--- src/rtl/lvds_outbuffer_ser_ice1f.sv ---
// lvds_outbuffer_ser_ice1f: MSB-first LVDS serializer with valid/ready input and cbit/vddio gated enable.
module lvds_outbuffer_ser_ice1f #(
  parameter int WIDTH = 8
) (
  input  logic             clk,
  input  logic             rst,
  input  logic [4:2]       cbit,
  input  logic             vddio,
  input  logic [WIDTH-1:0] data_in,
  input  logic             data_valid,
  output logic             data_ready,
  output logic             out_padp,
  output logic             out_padn,
  output logic             tx_busy,
  output logic             word_done
);
  localparam int CW = $clog2(WIDTH);
  typedef enum logic [1:0] {DISABLED, IDLE, SHIFT} state_t;
  state_t           state_q, state_d;
  logic [WIDTH-1:0] sreg_q, sreg_d;
  logic [CW-1:0]    cnt_q, cnt_d;
  logic             en, last;
  assign en   = ~cbit[2] & ~cbit[3] & cbit[4] & vddio;
  assign last = (state_q == SHIFT) && (cnt_q == CW'(WIDTH - 1));
  assign data_ready = (state_q == IDLE) || last;
  assign tx_busy    = state_q == SHIFT;
  assign word_done  = last;
  // pads are decoded only from registered state, so they never glitch on input changes
  assign out_padp   = tx_busy & sreg_q[WIDTH-1];
  assign out_padn   = (state_q == IDLE) | (tx_busy & ~sreg_q[WIDTH-1]);
  always_comb begin
    state_d = state_q;
    sreg_d  = sreg_q;
    cnt_d   = cnt_q;
    if (!en) begin
      state_d = DISABLED;
      sreg_d  = '0;
      cnt_d   = '0;
    end else if (state_q == DISABLED) begin
      state_d = IDLE;
    end else if (data_ready && data_valid) begin
      state_d = SHIFT;
      sreg_d  = data_in;
      cnt_d   = '0;
    end else if (state_q == SHIFT) begin
      state_d = last ? IDLE : SHIFT;
      sreg_d  = {sreg_q[WIDTH-2:0], 1'b0};
      cnt_d   = last ? '0 : cnt_q + CW'(1);
    end
  end
  always_ff @(posedge clk or posedge rst) begin
    if (rst) begin
      state_q <= DISABLED;
      sreg_q  <= '0;
      cnt_q   <= '0;
    end else begin
      state_q <= state_d;
      sreg_q  <= sreg_d;
      cnt_q   <= cnt_d;
    end
  end
endmodule

--- config.mk ---
export PLATFORM = sky130hd
export DESIGN_NAME = lvds_outbuffer_ser_ice1f
export DESIGN_NICKNAME = d
export VERILOG_FILES = /design/src/rtl/lvds_outbuffer_ser_ice1f.sv
export SDC_FILE = /design/constraint.sdc
export NUM_CORES = 1
export LEC_CHECK = 0
export CELL_PAD_IN_SITES_DETAIL_PLACEMENT = 2
export CELL_PAD_IN_SITES_GLOBAL_PLACEMENT = 2
export CORE_MARGIN = 1
export CORE_UTILIZATION = 28
export DETAILED_ROUTE_END_ITERATION = 8
export MAX_ROUTING_LAYER = met4
export PLACE_DENSITY = 0.86
export SYNTH_ARGS = -nofsm -noshare
export SYNTH_HDL_FRONTEND = slang
export SYNTH_SLANG_ARGS = --single-unit
export TNS_END_PERCENT = 20
--- constraint.sdc ---
create_clock -name clk -period 2.15 [get_ports clk]
set_input_delay 0.43 -clock clk [delete_from_list [all_inputs] [get_ports clk]]
set_output_delay 0.43 -clock clk [all_outputs]
set_load 0.01 [all_outputs]
==> reports/qor.txt, run 1 <==
Die Span Y -> 56.5 um
Synth Register Bits -> 13
Clock Tree Buf Depth -> 2
CP Max Fanout -> 11
Syn avg cell area -> 9.13 um2
Root buffer cell -> clkbuf_4
Core region area -> 2780 um2
Final hold vios -> 0
Gate Count Post-Synth -> 91
Cell Int Power -> 349 uW
GR Overflow Total -> 0
Worst-path clk slew -> 90 ps
Final GP Congestion -> 0.746
Vias -> 804
CTS tree -> yes
Slew Limit Headroom -> 0.647
Syn_nets -> 108
Sequential Power Share -> 0.529
Period utilization -> 0.968
Die area -> 3190 um2
Net Sw Power -> 118 uW
Hpwl dp -> 1950 um
Yosys cell types -> 32
Nature of the critical path startpoint -> register
Post-synth top cells -> a21oi_1, dfrtp_1, nor2_1
Combinational group share of total power -> 0.125
Post-synth top area share -> 0.392
FFs w/ async S/R, synth -> 1.00
Fin Setup TNS -> 0 ps
Number of vias per cell -> 5.58
Cells after DPL -> 140
Tot GR Track Use -> 0.179
Sw Share -> 0.253
Post-DRT Antenna Nets -> 0
Synth Flop Type -> dfrtp_1
Worst Tran Pin Value -> 529 ps
Layout Skew -> 10.5 ps
Final WL -> 2470 um
Initial antenna violation count -> 0
I/O pins -> 20
Register area share after synthesis -> 0.392
# Max-Cap Violations -> 0
Drt initial violations -> 10
Mapped Area -> 831 um2
Global-route wire length before repair -> 4340 um
Min Tclk post-route -> 2080 ps
Residual DRC -> 0
Skew-Pair Late Insertion Delay -> 290 ps
H-tree depth -> 1
DR WL/cell -> 17.2 um
CTS sink cnt -> 13
Share of cells above drive strength 1 -> 0.150
Clock power share -> 0.346
WP data required -> 1720 ps
Final Setup Violations -> 0
Crit. End Element -> primary output
Fmax -> 481 MHz
Hold WS -> 474 ps
Crit path kind -> reg2out
Row count -> 19
Cts bufs inserted -> 3
Layout area overhead -> 30.6%
Vias in the first global route -> 874
Fin cells -> 144
Dominant cell type by area after synthesis -> dfrtp_1
Worst min path class -> in2async
CP arrival -> 1650 ps
Port Buffer Count -> 19
Final Net Count -> 131
Status -> complete, no violations
PD cells -> 431 nW/um2
Largest net degree at the start of global routing -> 14
LEAKAGE -> 0.453 nW
Die extent in x -> 56.5 um
RSZ-0062 raised after global routing -> false
Max VDD drop -> 0.000222 V
Yosys warns -> 0
Post-synth EDFFs -> 0
Setup slack, reg-to-reg -> 410 ps
Area contributors post-synth -> dfrtp_1, a21oi_1, mux2_1
Ant diodes -> 0
Initial Util -> 0.299
Drt first pass iters -> 3
Fin. max-slew vios -> 0
Most numerous cell in the Yosys netlist -> a21oi_1
==> sequential cells by signal (all words and copies together) (netlist names) <==
signal   flops
state_q      2
cnt_q        3
sreg_q       8
==> path summary, 6_finish.rpt <==
path,startpoint,endpoint,cells after the start
max reg2reg,cnt_q[0],sreg_q[3],6
min reg2reg,sreg_q[0],sreg_q[0],2
min in group clk,sreg_q[0],sreg_q[0],2
max,state_q[0],tx_busy,4
max in group asynchronous,rst,state_q[0],2
min,rst,sreg_q[6],2
==> cell families after synthesis <==
kind of cell,count (synthesis),share of synthesized area
compound gates,33,0.264
fa+ha+maj,2,0.0301
buf+inv,9,0.0708
flops,13,0.392
mux,5,0.0678
simple gates,29,0.176
==> layout make-up <==
cell class,instances,area (um2)
inverter,4,22.5
fill,319,1700
clock buffer,4,26.3
tap,31,38.8
timing repair buffer,23,215
multi-input combinational,69,454
sequential,13,328
==> critical path: stages (launching register included) <==
cell and delay (ps):
dfrtp_2 490, inv_6 110, nand2_4 80, inv_4 130, clkdlybuf4s50_1 560
==> placed cells by master (no fill, tap or decap), types with 3 or more instances in the layout <==
| cell | instances |
|---|---|
| clkdlybuf4s50_1 | 15 |
| nand2_1 | 4 |
| a21oi_1 | 14 |
| mux2_1 | 4 |
| clkbuf_4 | 3 |
| nand3_1 | 4 |
| buf_4 | 4 |
| dlygate4sd2_1 | 4 |
| nor2_1 | 12 |
| a22oi_1 | 5 |
| a32oi_1 | 5 |
| dfrtp_1 | 11 |
==> what timing repair did <==
| item | CTS | global route |
|---|---|---|
| endpoints found under the setup margin | 5 | 0 |
| hold buffers | 0 | 0 |
| resized for setup | 9 | 0 |
| buffers inserted | 0 | 0 |
==> metrics by stage <==
stage	cell area (um2)	worst slack, ps	util	power (mW)
2_1_floorplan	831	515	-	0.272
3_3_place_gp	1050	69.3	0.378	0.310
3_5_place_dp	1050	76.8	0.378	0.311
4_1_cts	1080	58.3	0.390	0.476
5_1_grt	1080	3.83	0.390	0.487
6_report	1080	69.9	0.390	0.467
==> routing by layer <==
metal / GRT usage / vias up / share of wire
met1: 0.234 / 402 / 0.46
met2: 0.296 / 16 / 0.51
met4: 0.0418 / 0 / 0.0040
met3: 0.0207 / 2 / 0.027
met5: - / - / 0
li1: - / 384 / -
==> power groups by stage <==
stage	Combinational, mW	Sequential [mW]	Clock, mW
2_1_floorplan	0.0219	0.250	0
3_3_place_gp	0.0586	0.252	0
3_5_place_dp	0.0598	0.252	0
4_1_cts	0.0596	0.247	0.169
5_1_grt	0.0645	0.247	0.176
6_report	0.0584	0.247	0.162
Note: power is estimated with default switching activity, not from simulation.
==> run 2, diff against run 1 <==
Settings changed: GPL_ROUTABILITY_DRIVEN from default to 0, TNS_END_PERCENT 20 to default.
==> run 2 against run 1 <==
Count of clock-buffer cells in the layout is the same. Clock power about the same. Sequential share of layout area decreased by 1.0 points. Maximum frequency down 1.7%. Critical path depth shrank 1. Total power grew 1.4%. Combinational power is 8.2% higher. Highest routed layer is now met3. Critical endpoint is now out_padn. Hold slack gained 1.7 ps. Worst setup slack got worse by 36 ps. Sequential cell count unchanged. Die area unchanged. Largest cell class unchanged.
==> reports/qor.txt, run 2 (synthesized netlist as in run 1, its figures left out) <==
Clock Tree Buf Depth -> 2 (unchanged)
Residual DRC -> 0 (unchanged)
Reg2reg path depth -> 6 (unchanged)
Drt first pass iters -> 2 (-1)
Layout area overhead -> 35.2%
PD cells -> 421 nW/um2 (-2.1%)
Clock power share -> 0.346 (about the same)
Slew Limit Headroom -> 0.644 (-0.00270)
Die Span Y -> 56.5 um (unchanged)
Root buffer cell -> clkbuf_4
Skew-Pair Late Insertion Delay -> 290 ps (about the same)
Slowest library cell on the worst path -> clkdlybuf4s50_1
Core region area -> 2780 um2 (unchanged)
Fmax -> 472 MHz (-1.7%)
DP Area -> 1050 um2 (unchanged)
Util after Layout -> 0.404 (+0.0139)
Commonest non-fill, non-tap cell in the layout -> clkdlybuf4s50_1
Most frequent cells in the layout -> clkdlybuf4s50_1, a21oi_1, nor2_1
CP arrival -> 1690 ps (+40 ps)
Net Sw Power -> 121 uW (+2.7%)
Max VDD drop -> 0.000229 V (+3.3%)
Worst Tran Pin Value -> 533 ps (+4.04 ps)
# Max-Cap Violations -> 0 (unchanged)
RSZ-0062 raised after global routing -> false
Sw Share -> 0.256 (+0.00327)
Global-route wire length before repair -> 4400 um (+1.3%)
Place WS -> 76.8 ps (unchanged)
Crit path kind -> reg2out
Ant diodes -> 0 (unchanged)
Share of cells above drive strength 1 -> 0.186 (+0.0360)
CTS sink cnt -> 13 (unchanged)
Cell Int Power -> 352 uW (+0.91%)
Worst-path clk slew -> 100 ps (about the same)
Final hold vios -> 0 (unchanged)
Hold WS -> 476 ps (+1.67 ps)
Tot GR Track Use -> 0.181 (+0.00248)
LEAKAGE -> 0.476 nW (+5.0%)
Top reg by flops -> sreg_q
Die extent in x -> 56.5 um (unchanged)
CTS tree -> yes
CP Max Fanout -> 7 (-4)
Initial antenna violation count -> 0 (unchanged)
Final Net Count -> 136 (+3.8%)
Port Buffer Count -> 19 (unchanged)
Largest net degree at the start of global routing -> 14 (unchanged)
Fin. max-slew vios -> 0 (unchanged)
Final Setup Violations -> 0 (unchanged)
Fin Setup TNS -> 0 ps (unchanged)
GR Overflow Total -> 0 (unchanged)
Biggest regs -> sreg_q: 8 flops, cnt_q: 3 flops, state_q: 2 flops
Die area -> 3190 um2 (unchanged)
H-tree depth -> 1 (unchanged)
Period utilization -> 0.984 (+0.0169)
Nature of the critical path startpoint -> register
Row count -> 19 (unchanged)
I/O pins -> 20 (unchanged)
Post-cts hold buffer count -> 0 (unchanged)
Vias in the first global route -> 882 (+0.92%)
Layout fillers -> 318 (-0.31%)
WP data required -> 1720 ps (about the same)
Cts bufs inserted -> 3 (unchanged)
Combinational group share of total power -> 0.133 (+0.008)
Final worst slack -> 33.5 ps (-36.4 ps)
Layout Skew -> 10.6 ps (+0.0775 ps)
Status -> complete, no violations
Number of vias per cell -> 5.45 (-2.4%)
Largest register FFs -> 8 (unchanged)
DR WL/cell -> 17.1 um (-0.23%)
Worst min path class -> in2async
Post-DRT Antenna Nets -> 0 (unchanged)
Crit. End Element -> primary output
Hpwl dp -> 1950 um (unchanged)
Vias -> 812 (+1.0%)
Drt initial violations -> 9 (-1)
Final WL -> 2550 um (+3.2%)
Critical Path Max Stage Delay -> 550 ps (about the same)
Power after layout -> 473 uW (+1.4%)
Min Tclk post-route -> 2120 ps (+36.4 ps)
Cells after DPL -> 140 (unchanged)
Initial Util -> 0.299 (unchanged)
Worst-path cell chain -> nor2b_4, o21bai_1, clkdlybuf4s50_1
Fin cells -> 149 (+3.5%)
Sequential Power Share -> 0.521 (-0.008)
Final Instance Area -> 1120 um2 (+3.6%)
## run 2: cell types whose count changed in the layout (fill, tap and decap cells not counted), sizes merged
cell,delta
buf,+5
clkdlybuf4s50,+1
dlygate4sd2,-1
## run 2: power groups by stage
stage          Sequential (mW)  Clock [mW]  Combinational (mW)
6_report                 0.246       0.164              0.0632
5_1_grt                  0.247       0.178              0.0693
4_1_cts                  0.246       0.169              0.0619
3_5_place_dp             0.252           0              0.0598
3_3_place_gp             0.252           0              0.0586
2_1_floorplan            0.250           0              0.0219
## run 2: timing repair
action | in CTS | in global routing
setup buffers | 2 | 3
resized for setup | 8 | 0
endpoints found under the setup margin | 5 | 1
pin swaps | 0 | 0
## run 2: worst max-delay path, delay by kind of cell, from the launching register on
family | cells | cell delay, ps
DFF | 1 | 490
AOI/OAI and AO/OA | 1 | 140
and+or+nand+nor | 1 | 220
buffers and inverters | 1 | 550
## run 2: worst paths after layout
kind | end | slack, ps | startpoint
hold / removal | sreg_q[6] | 480 | rst
hold reg to reg | sreg_q[0] | 610 | sreg_q[0]
max in group asynchronous | state_q[0] | 1280 | rst
setup / recovery | out_padn | 30 | state_q[1]
setup reg to reg | sreg_q[3] | 400 | cnt_q[0]
min in group clk | sreg_q[0] | 610 | sreg_q[0]
## run 2: layout make-up
class	instances	area, um2	area share
multi-input cells	69	454	0.404
flip-flops and latches	13	328	0.292
repair buffers	28	254	0.226
well taps	31	38.8	0.0345
clock buffers	4	26.3	0.0234
inverters	4	22.5	0.0200
## run 2: metal layers
metal | vias up | track usage | wire length [um]
met5 | - | - | 0
met4 | 0 | 0.0418 | 0
met3 | 0 | 0.0207 | 64
met2 | 16 | 0.297 | 1310
met1 | 404 | 0.240 | 1180
li1 | 392 | - | -
